[config.mk]
export PLATFORM = sky130hd
export DESIGN_NAME = inst_decode_buf
export DESIGN_NICKNAME = d
export VERILOG_FILES = /design/src/rtl/inst_decode_buf.sv
export SDC_FILE = /design/constraint.sdc
export NUM_CORES = 1
export LEC_CHECK = 0
export ABC_AREA = 1
export CORE_AREA = 2 2 128 130
export CTS_CLUSTER_SIZE = 8
export DETAILED_ROUTE_END_ITERATION = 7
export DIE_AREA = 0 0 130 132
export HOLD_SLACK_MARGIN = 0.03
export PLACE_DENSITY = 0.77
export SETUP_SLACK_MARGIN = 0.5
export SLEW_MARGIN = 20
export SYNTH_ARGS = -nofsm -noshare
export SYNTH_HDL_FRONTEND = slang
export SYNTH_SLANG_ARGS = --single-unit
[constraint.sdc]
create_clock -name i_clk -period 6.6 [get_ports i_clk]
set_input_delay 1.65 -clock i_clk [delete_from_list [all_inputs] [get_ports i_clk]]
set_output_delay 1.65 -clock i_clk [all_outputs]
set_load 0.1 [all_outputs]
[src/rtl/inst_decode_buf.sv]
// Two-entry instruction buffer between fetch and decode; tags each entry with its immediate type.
// Optional illegal-opcode flagging is enabled by defining DECODE_ILLEGAL_EN.
module inst_decode_buf #(
    parameter int PC_W = 32
) (
    input  logic            i_clk,
    input  logic            i_reset,
    input  logic            i_flush,
    input  logic            i_if_valid,
    output logic            o_if_ready,
    input  logic [31:0]     i_inst,
    input  logic [PC_W-1:0] i_pc,
    output logic            o_id_valid,
    input  logic            i_id_ready,
    output logic [31:0]     o_inst,
    output logic [PC_W-1:0] o_pc,
    output logic [2:0]      o_imm_sel,
    output logic            o_illegal
);

    localparam logic [31:0] NOP_INST = 32'h00000013;

    function automatic logic [2:0] imm_sel_of(input logic [6:0] opc);
        case (opc)
            7'b0100011: return 3'b001;
            7'b1100011: return 3'b010;
            7'b1101111: return 3'b011;
            7'b0110111: return 3'b100;
            7'b0010111: return 3'b101;
            default:    return 3'b000;
        endcase
    endfunction

`ifdef DECODE_ILLEGAL_EN
    function automatic logic illegal_of(input logic [31:0] inst);
        logic known;
        case (inst[6:0])
            7'b0010011, 7'b0000011, 7'b1100111, 7'b0100011,
            7'b1100011, 7'b1101111, 7'b0110111, 7'b0010111,
            7'b0110011, 7'b1110011: known = 1'b1;
            default:                known = 1'b0;
        endcase
        return (inst[1:0] != 2'b11) || !known;
    endfunction
`endif

    logic [31:0]     inst_q [0:1];
    logic [PC_W-1:0] pc_q   [0:1];
    logic [2:0]      imm_q  [0:1];
`ifdef DECODE_ILLEGAL_EN
    logic            ill_q  [0:1];
`endif
    logic            wr_ptr;
    logic            rd_ptr;
    logic [1:0]      count;
    logic            push;
    logic            pop;
    logic            empty;

    // Handshakes depend only on the registered count, so ready never sees i_id_ready.
    assign empty      = (count == 2'd0);
    assign o_if_ready = (count != 2'd2);
    assign o_id_valid = !empty;
    assign push       = i_if_valid && o_if_ready;
    assign pop        = o_id_valid && i_id_ready;

    assign o_inst    = empty ? NOP_INST   : inst_q[rd_ptr];
    assign o_pc      = empty ? '0         : pc_q[rd_ptr];
    assign o_imm_sel = empty ? 3'b000     : imm_q[rd_ptr];
`ifdef DECODE_ILLEGAL_EN
    assign o_illegal = empty ? 1'b0       : ill_q[rd_ptr];
`else
    assign o_illegal = 1'b0;
`endif

    always_ff @(posedge i_clk or posedge i_reset) begin
        if (i_reset) begin
            count  <= 2'd0;
            wr_ptr <= 1'b0;
            rd_ptr <= 1'b0;
            for (int i = 0; i < 2; i++) begin
                inst_q[i] <= '0;
                pc_q[i]   <= '0;
                imm_q[i]  <= '0;
`ifdef DECODE_ILLEGAL_EN
                ill_q[i]  <= 1'b0;
`endif
            end
        end else if (i_flush) begin
            // Flush wins over any same-cycle push or pop.
            count  <= 2'd0;
            wr_ptr <= 1'b0;
            rd_ptr <= 1'b0;
        end else begin
            if (push) begin
                inst_q[wr_ptr] <= i_inst;
                pc_q[wr_ptr]   <= i_pc;
                imm_q[wr_ptr]  <= imm_sel_of(i_inst[6:0]);
`ifdef DECODE_ILLEGAL_EN
                ill_q[wr_ptr]  <= illegal_of(i_inst);
`endif
                wr_ptr <= ~wr_ptr;
            end
            if (pop) begin
                rd_ptr <= ~rd_ptr;
            end
            case ({push, pop})
                2'b10:   count <= count + 2'd1;
                2'b01:   count <= count - 2'd1;
                default: count <= count;
            endcase
        end
    end

endmodule
# Yosys cells after proc, flatten, opt, wreduce, memory -nomap -nowiden
# Cells that the tools add are included.
[totals]
in_bits = 69
ff_bits = 138
[classes]
order_cmp = 3
n_reduce_logical = 9
bitwise_logic = 5
n_eq_ne = 8
mux = 28
add_sub_neg = 2
[op_table]
columns = ["op", "count"]
rows = [
  ["$mux 32", 9],
  ["$bwmux 64", 2],
  ["$demux 32 s1", 1],
  ["$mux 3", 7],
  ["$pmux 3 s5", 1],
  ["$eq 7x6->1 const B", 2],
  ["$eq 7x7->1 const B", 2],
  ["$eq 7x5->1 const B", 1],
  ["$bwmux 6", 1],
  ["$ge 2x2->1 const B", 2],
  ["$mux 1", 4],
  ["$not 1->2", 2],
  ["$pmux 2 s2", 1],
  ["$reduce_bool 2->1", 2],
  ["$demux 3 s1", 1],
  ["$logic_and 1x1->1", 3],
  ["$not 1->1", 3],
  ["$reduce_bool 3->1", 1],
  ["$add 2x1->2 const B", 1],
  ["$eq 2x1->1 const B", 1],
  ["$eq 2x2->1 const B", 1],
  ["$logic_not 2->1", 1],
  ["$lt 2x1->1 const B", 1],
  ["$mux 2", 1],
  ["other kinds (4)", 4],
]

# Depth between registers and ports, before layout
# Gate-level depths: netlist (run 1).
[logic_depth]
depth_word = 6
depth_mapped = 7
depth_no_buf = 7

# Least setup slack after synthesis (run 1)
# OpenSTA, ideal clock, no wires.
[synth_timing]
path_kind = "reg2out"
from = "reg count[1]"
to = "out o_imm_sel[2]"
stages_incl_launch_ff = 5
t_arrival_ps = 2934
path_slack_ps = 2016
path_cell_list = "dfrtp_1 -> inv_1 -> nand2_1 -> o21ai_0 -> a21oi_1"
[synth_via]
elab_chain_len = 2
[synth_rtl]
columns = ["item", "line", "source"]
rows = [
  ["from (decl)", "55", "logic [1:0] count;"],
  ["from (signal assigned)", "108", "2'b10: count <= count + 2'd1;"],
  ["from (signal assigned)", "109", "2'b01: count <= count - 2'd1;"],
  ["from (signal assigned)", "110", "default: count <= count;"],
  ["$logic_not 2->1", "61", "assign empty = (count == 2'd0);"],
  ["$mux 3", "69", "assign o_imm_sel = empty ? 3'b000 : imm_q[rd_ptr];"],
  ["to (decl)", "17", "output logic [2:0] o_imm_sel,"],
]
# Every way passes these cells.

# Worst setup path after layout (run 1)
[layout_timing]
from = "reg rd_ptr"
to = "out o_pc[27]"
[layout_via]
elab_chain_len = 5
[layout_rtl]
columns = ["item", "line", "source"]
rows = [
  ["from (decl)", "54", "logic rd_ptr;"],
  ["from (signal assigned)", "105", "rd_ptr <= ~rd_ptr;"],
  ["$not 1->2 (implied by the code)", "68", "assign o_pc = empty ? '0 : pc_q[rd_ptr];"],
  ["$mux 32 (implied by the code) (3 in series)", "68", ""],
  ["$mux 32", "68", ""],
  ["to (decl)", "16", "output logic [PC_W-1:0] o_pc,"],
]
# Every way passes these cells. The select of a mux whose other input is x is not followed.

==> flow_summary.toml, run 1 <==
[route]
dr_total_vias = 5366
wirelength_um = 15200
routedWlPerCell_um = 13.6
drc = 0
drt_iter0_markers = 395
ant_nets = 0
avgViaCountPerCell = 4.79
first_pass_iters = 5

[clocking]
holdBufCountCts = 0
cts_tree = "done"
cts_resized = 0
clk-insertion-delay-late_ns = 0.42
cts-htree-levels = 4
clkTransAtPathRegs_ns = 0.06
post_cts_buffers = 0
cts.path.max_buffers = 2
cts-root-buf = "clkbuf_16"
clock-sinks = 138
cts_made_buffers = 17

[cells_and_area]
layout-drive-gt1-share_pct = 4.98
area_growth_pct = 34.6
fillCellCount = 1476
antenna_cells = 0
ff_latch_area_um2 = 3450
multi_input_area_um2 = 2250
nets = 961

[die]
die-area_um2 = 17200
fp-row-count = 46
die_w_um = 130
die_y_um = 132
core_um2 = 15700
start_util_pct = 39.4
ioPinCount = 139

[sta]
drv_slew = 0
setup_violations = 0
worstMarginPinSlew_ns = 1.04
hold_viol_final = 0
min_period_ns = 4.90
rsz0062_at_grt = "false"
holdWs_ns = 0.475
skew_ns = 0.00936
slew_headroom_pct = 30.4
min_period_over_period_pct = 74.2
finalSetupTns_ns = 0
fmax_mhz = 204

[worst_setup_path]
cp.required_ns = 4.95
crit_chain = "inv_2, buf_4, nand2_1, a21oi_1, clkdlybuf4s50_1"
rrSetupSlack_ns = 4.26
critPathCaptureType = "primary output"
crit_fanout = 37
crit_path_start_kind = "register"
path_class = "reg2out"
crit_path_max_incr_delay_ns = 1.17
arrival_ns = 3.25
crit_slowest_cell = "clkdlybuf4s50_1"

[outcome]
status = "completed"

[power]
switching_share_pct = 42.5
ir_drop_mv = 0.236
intPower_mw = 2.21
powerDensity_nw_per_um2 = 460
clockPowerShare_pct = 27.6
p_leak_nw = 3.92
p_comb_share_pct = 39.4
p_seq_share_pct = 33.0
switchingPower_mw = 1.63

[synth]
synth_seq_cells = 138
yosys-top-cells-area = "dfrtp_1, nand2_1, o21ai_1, a21oi_1, inv_1"
synth_cells = 780
yosys_warnings = 0
avgSynthCellArea_um2 = 7.94
synth_nets = 849
synth_largest_area_cell = "dfrtp_1"
synth_top_area_share_pct = 55.8
synth_area_um2 = 6190
yosys.cell_types.count = 19
yosysSeqAreaShare_pct = 55.8

[global_route]
grt.total_usage_pct = 18.6
grt-ovfl-total = 0
grt_max_degree = 88
grt_pass1_vias = 5227
grt_pass1_wl_um = 25700
antenna_found_initial = 1

[flow_run]
maxCapViolations = 0

[placed_design]
portBuffers = 137
dp_hpwl_um = 9580
gp_congestion = 0.781

[hold_path]
hold_class = "reg2reg"
logic make-up (layout without fill, tap and decap cells):
kind of cell,Yosys count,count (layout),synth area share (%)
buffers and inverters,124,248,8.22
AO/OA/AOI/OAI,201,201,16.4
flip-flops,138,138,55.8
other,1,1,0.0605
AND/OR/NAND/NOR,316,316,19.5
layout make-up:
| type | count | area share [%] |
|---|---|---|
| clock buffer | 20 | 5.60 |
| clock inverter | 11 | 2.31 |
| inverter | 74 | 3.39 |
| multi-input combinational | 518 | 27.0 |
| sequential | 138 | 41.5 |
| tap | 216 | 3.24 |
| timing repair buffer | 143 | 17.0 |
power by group through the flow:
stage               clock [mW]  sequential, mW  combinational, mW
finish                    1.06            1.27               1.51
global route              1.11            1.30               1.63
detailed placement           0            1.27               1.52
floorplan                    0            1.24               1.23
global placement             0            1.27               1.50
CTS                       1.07            1.27               1.52
cell usage after synthesis:
| master | instances |
|---|---|
| buf_4 | 1 |
| a21oi_4 | 1 |
| nand2_1 | 292 |
| inv_1 | 72 |
| nand2_2 | 1 |
| clkbuf_1 | 27 |
| nor2_1 | 11 |
| nand4_1 | 1 |
| a21oi_1 | 66 |
| nor3_1 | 2 |
| dfrtp_1 | 138 |
| buf_2 | 20 |
| conb_1 | 1 |
| o21ai_1 | 85 |
| nand3_2 | 1 |
| buf_6 | 2 |
| inv_2 | 2 |
| nand3_1 | 8 |
| o21ai_0 | 49 |
critical path: cells and delay by family, from the launching register on:
kind                   cells  cell delay, ns
flip-flops                 1            0.40
AO/OA/AOI/OAI              1            0.20
buffers and inverters      3            2.09
AND/OR/NAND/NOR            1            0.13
metal layers:
| layer | wire [um] | vias up | GRT usage (%) |
|---|---|---|---|
| li1 | - | 2686 | - |
| met1 | 6950 | 2522 | 24.8 |
| met2 | 7320 | 142 | 30.1 |
| met3 | 703 | 14 | 4.06 |
| met4 | 199 | 2 | 5.97 |
| met5 | 16 | - | 0 |
worst paths after layout:
path / from / to / depth (start not counted)
setup / recovery: rd_ptr$_DFFE_PP0P_ / o_pc[27] / 5
hold / removal: imm_q[5]$_DFFE_PP0P_ / imm_q[5]$_DFFE_PP0P_ / 2
setup reg to reg: count[0]$_DFFE_PP0P_ / pc_q[12]$_DFFE_PP0P_ / 6
hold reg to reg: imm_q[5]$_DFFE_PP0P_ / imm_q[5]$_DFFE_PP0P_ / 2
max in group asynchronous: i_reset / pc_q[48]$_DFFE_PP0P_ / 3
min in group asynchronous: i_reset / inst_q[63]$_DFFE_PP0P_ / 2
flip-flops by register name (all words and copies together) (netlist names):
signal / count
rd_ptr: 1
pc_q: 64
wr_ptr: 1
count: 2
inst_q: 64
imm_q: 6
layout by cell type (no fill, tap or decap):
master	instances
clkinvlp_4	2
inv_1	71
a21oi_4	1
clkinv_4	2
nor2_4	1
clkbuf_8	3
conb_1	1
nand3_4	1
nor2_1	10
dfrtp_1	137
nand4_1	1
nand3_1	8
dfrtp_2	1
bufinv_16	5
clkinv_2	2
o21ai_0	49
inv_6	1
a21oi_1	66
nand2_4	1
nand2_1	292
buf_4	6
inv_2	2
nor3_1	2
clkdlybuf4s50_1	137
clkbuf_16	17
o21ai_1	85
per-stage QoR:
| step | cells | utilization [%] | setup WS [ns] | power, mW | cell area, um2 |
|---|---|---|---|---|---|
| global placement | 1089 | 48.8 | 2.07 | 2.77 | 7670 |
| CTS | 1120 | 53.0 | 1.65 | 3.86 | 8330 |
| finish | 1120 | 53.0 | 1.70 | 3.83 | 8330 |
| detailed placement | 1089 | 48.8 | 2.10 | 2.80 | 7670 |
| global route | 1120 | 53.0 | 1.53 | 4.04 | 8330 |
| floorplan | 780 | - | 1.25 | 2.46 | 6190 |
No activity file was read; power rests on OpenSTA's default activity.
==> run 2, diff against run 1 <==
- PLACE_DENSITY: 0.77 -> 0.79
- clock period: 6.6 -> 4.23 ns (I/O delays scaled with it)
==> run 2 against run 1 <==
Compared with the run above:
- count of clock-buffer cells in the layout increased by 4
- die area unchanged
- clock skew decreased by 0.0036 ns
- via count increased by 0.43%
- total power increased by 64%
- critical path depth decreased by 2
- non-clock buffer count increased by 5
- worst setup slack got worse by 0.82 ns
- final cell count increased by 0.45%
- clock power increased by 48%
- core utilization increased by 4.1 points
- flip-flop and latch count unchanged
- critical endpoint is now o_if_ready
==> flow_summary.toml, run 2 (same netlist as run 1, synthesis figures left out) <==
[outcome]
status = "completed"

[global_route]
grt_pass1_vias = 5401
grt-ovfl-total = 0
grt.total_usage_pct = 19.2
grt_max_degree = 89
grt_pass1_wl_um = 26200
antenna_found_initial = 0

[sta]
drv_slew = 0
min_period_over_period_pct = 79.1
skew_ns = 0.00575
finalWorstSetupSlack_ns = 0.884
setup_violations = 0
hold_viol_final = 0
worstMarginPinSlew_ns = 1.03
slew_headroom_pct = 30.9
rsz0062_at_grt = "false"
min_period_ns = 3.35
fmax_mhz = 299
holdWs_ns = 0.480
finalSetupTns_ns = 0

[cells_and_area]
instances_no_fill = 1125
layout_commonest_cell = "nand2_1"
nets = 966
fillCellCount = 1369
final_cell_mix = "nand2_1, dfrtp_1, o21ai_1"
layout-drive-gt1-share_pct = 12.8
area_growth_pct = 44.9
reg_top3 = "inst_q (64), pc_q (64), imm_q (6)"
antenna_cells = 0

[placed_design]
place_ws_ns = 1.09
place_inst = 1094
dp_hpwl_um = 9910
portBuffers = 137
gp_congestion = 0.766

[route]
first_pass_iters = 5
drc = 0
wl_met2_um = 7630
dr_total_vias = 5389
wl_met1_um = 6780
drt_iter0_markers = 324
routedWlPerCell_um = 13.6
wirelength_um = 15300
avgViaCountPerCell = 4.79
dr.max_layer_used = "met4"
ant_nets = 0
dr_wl_met3_um = 613

[die]
die_w_um = 130
start_util_pct = 39.4
core_um2 = 15700
fp-row-count = 46
die-area_um2 = 17200
die_y_um = 132
ioPinCount = 139

[clocking]
cts_resized = 0
cts.path.max_buffers = 2
post_cts_buffers = 0
clkTransAtPathRegs_ns = 0.05
cts_made_buffers = 17
cts-htree-levels = 4
cts_tree = "done"
clock-sinks = 138
clk-insertion-delay-late_ns = 0.41
holdBufCountCts = 0
cts-root-buf = "clkbuf_16"

[flow_run]
maxCapViolations = 0

[power]
switching_share_pct = 41.3
ir_drop_mv = 0.482
powerDensity_nw_per_um2 = 702
intPower_mw = 3.69
switchingPower_mw = 2.60
power_mw = 6.30
clockPowerShare_pct = 24.9
p_leak_nw = 4.24
p_comb_share_pct = 43.7
p_seq_share_pct = 31.4

[worst_setup_path]
arrival_ns = 2.29
crit_path_start_kind = "register"
crit_fanout = 5
critPathCaptureType = "primary output"
cp.required_ns = 3.17
path_class = "reg2out"

[hold_path]
hold_class = "reg2reg"
==> run 2: through the flow <==
step | util (%) | area (um2)
2_1_floorplan | - | 6200
3_3_place_gp | 53.1 | 8350
5_1_grt | 57.1 | 8970
4_1_cts | 57.1 | 8970
3_5_place_dp | 53.1 | 8350
6_report | 57.1 | 8970
==> run 2: final timing paths <==
check | startpoint | to | slack, ns | cells past startpoint
max | count[0]$_DFFE_PP0P_ | o_if_ready | 0.88 | 3
min | imm_q[5]$_DFFE_PP0P_ | imm_q[5]$_DFFE_PP0P_ | 0.48 | 2
max reg2reg | count[0]$_DFFE_PP0P_ | pc_q[44]$_DFFE_PP0P_ | 2.10 | 5
min reg2reg | imm_q[5]$_DFFE_PP0P_ | imm_q[5]$_DFFE_PP0P_ | 0.48 | 2
max in group asynchronous | i_reset | pc_q[52]$_DFFE_PP0P_ | 2.30 | 3
min in group asynchronous | i_reset | inst_q[29]$_DFFE_PP0P_ | 0.98 | 2
==> run 2: power groups by stage <==
stage | combinational (mW) | clock, mW | sequential (mW)
finish | 2.75 | 1.57 | 1.98
global route | 2.93 | 1.66 | 2.03
CTS | 2.77 | 1.60 | 1.97
detailed placement | 2.76 | 0 | 1.99
global placement | 2.72 | 0 | 1.97
floorplan | 1.91 | 0 | 1.93
==> run 2: worst max-delay path, cell delays in order, from the launching register on <==
cell,delay [ns]
dfrtp_1,0.47
inv_2,0.10
nand2_1,0.11
clkdlybuf4s50_1,1.18
==> run 2: layer usage <==
metal / vias up / global-route usage (%)
li1: 2693 / -
met1: 2541 / 25.2
met2: 135 / 31.3
met3: 20 / 3.81
met4: 0 / 7.05
met5: - / 0
==> run 2: final cells by class <==
cell class | instances | area (um2) | share of cell area, %
tap | 216 | 270 | 3.01
clock inverter | 7 | 138 | 1.53
inverter | 74 | 282 | 3.14
clock buffer | 24 | 492 | 5.48
multi-input combinational | 518 | 2250 | 25.1
timing repair buffer | 148 | 2080 | 23.2
sequential | 138 | 3450 | 38.5
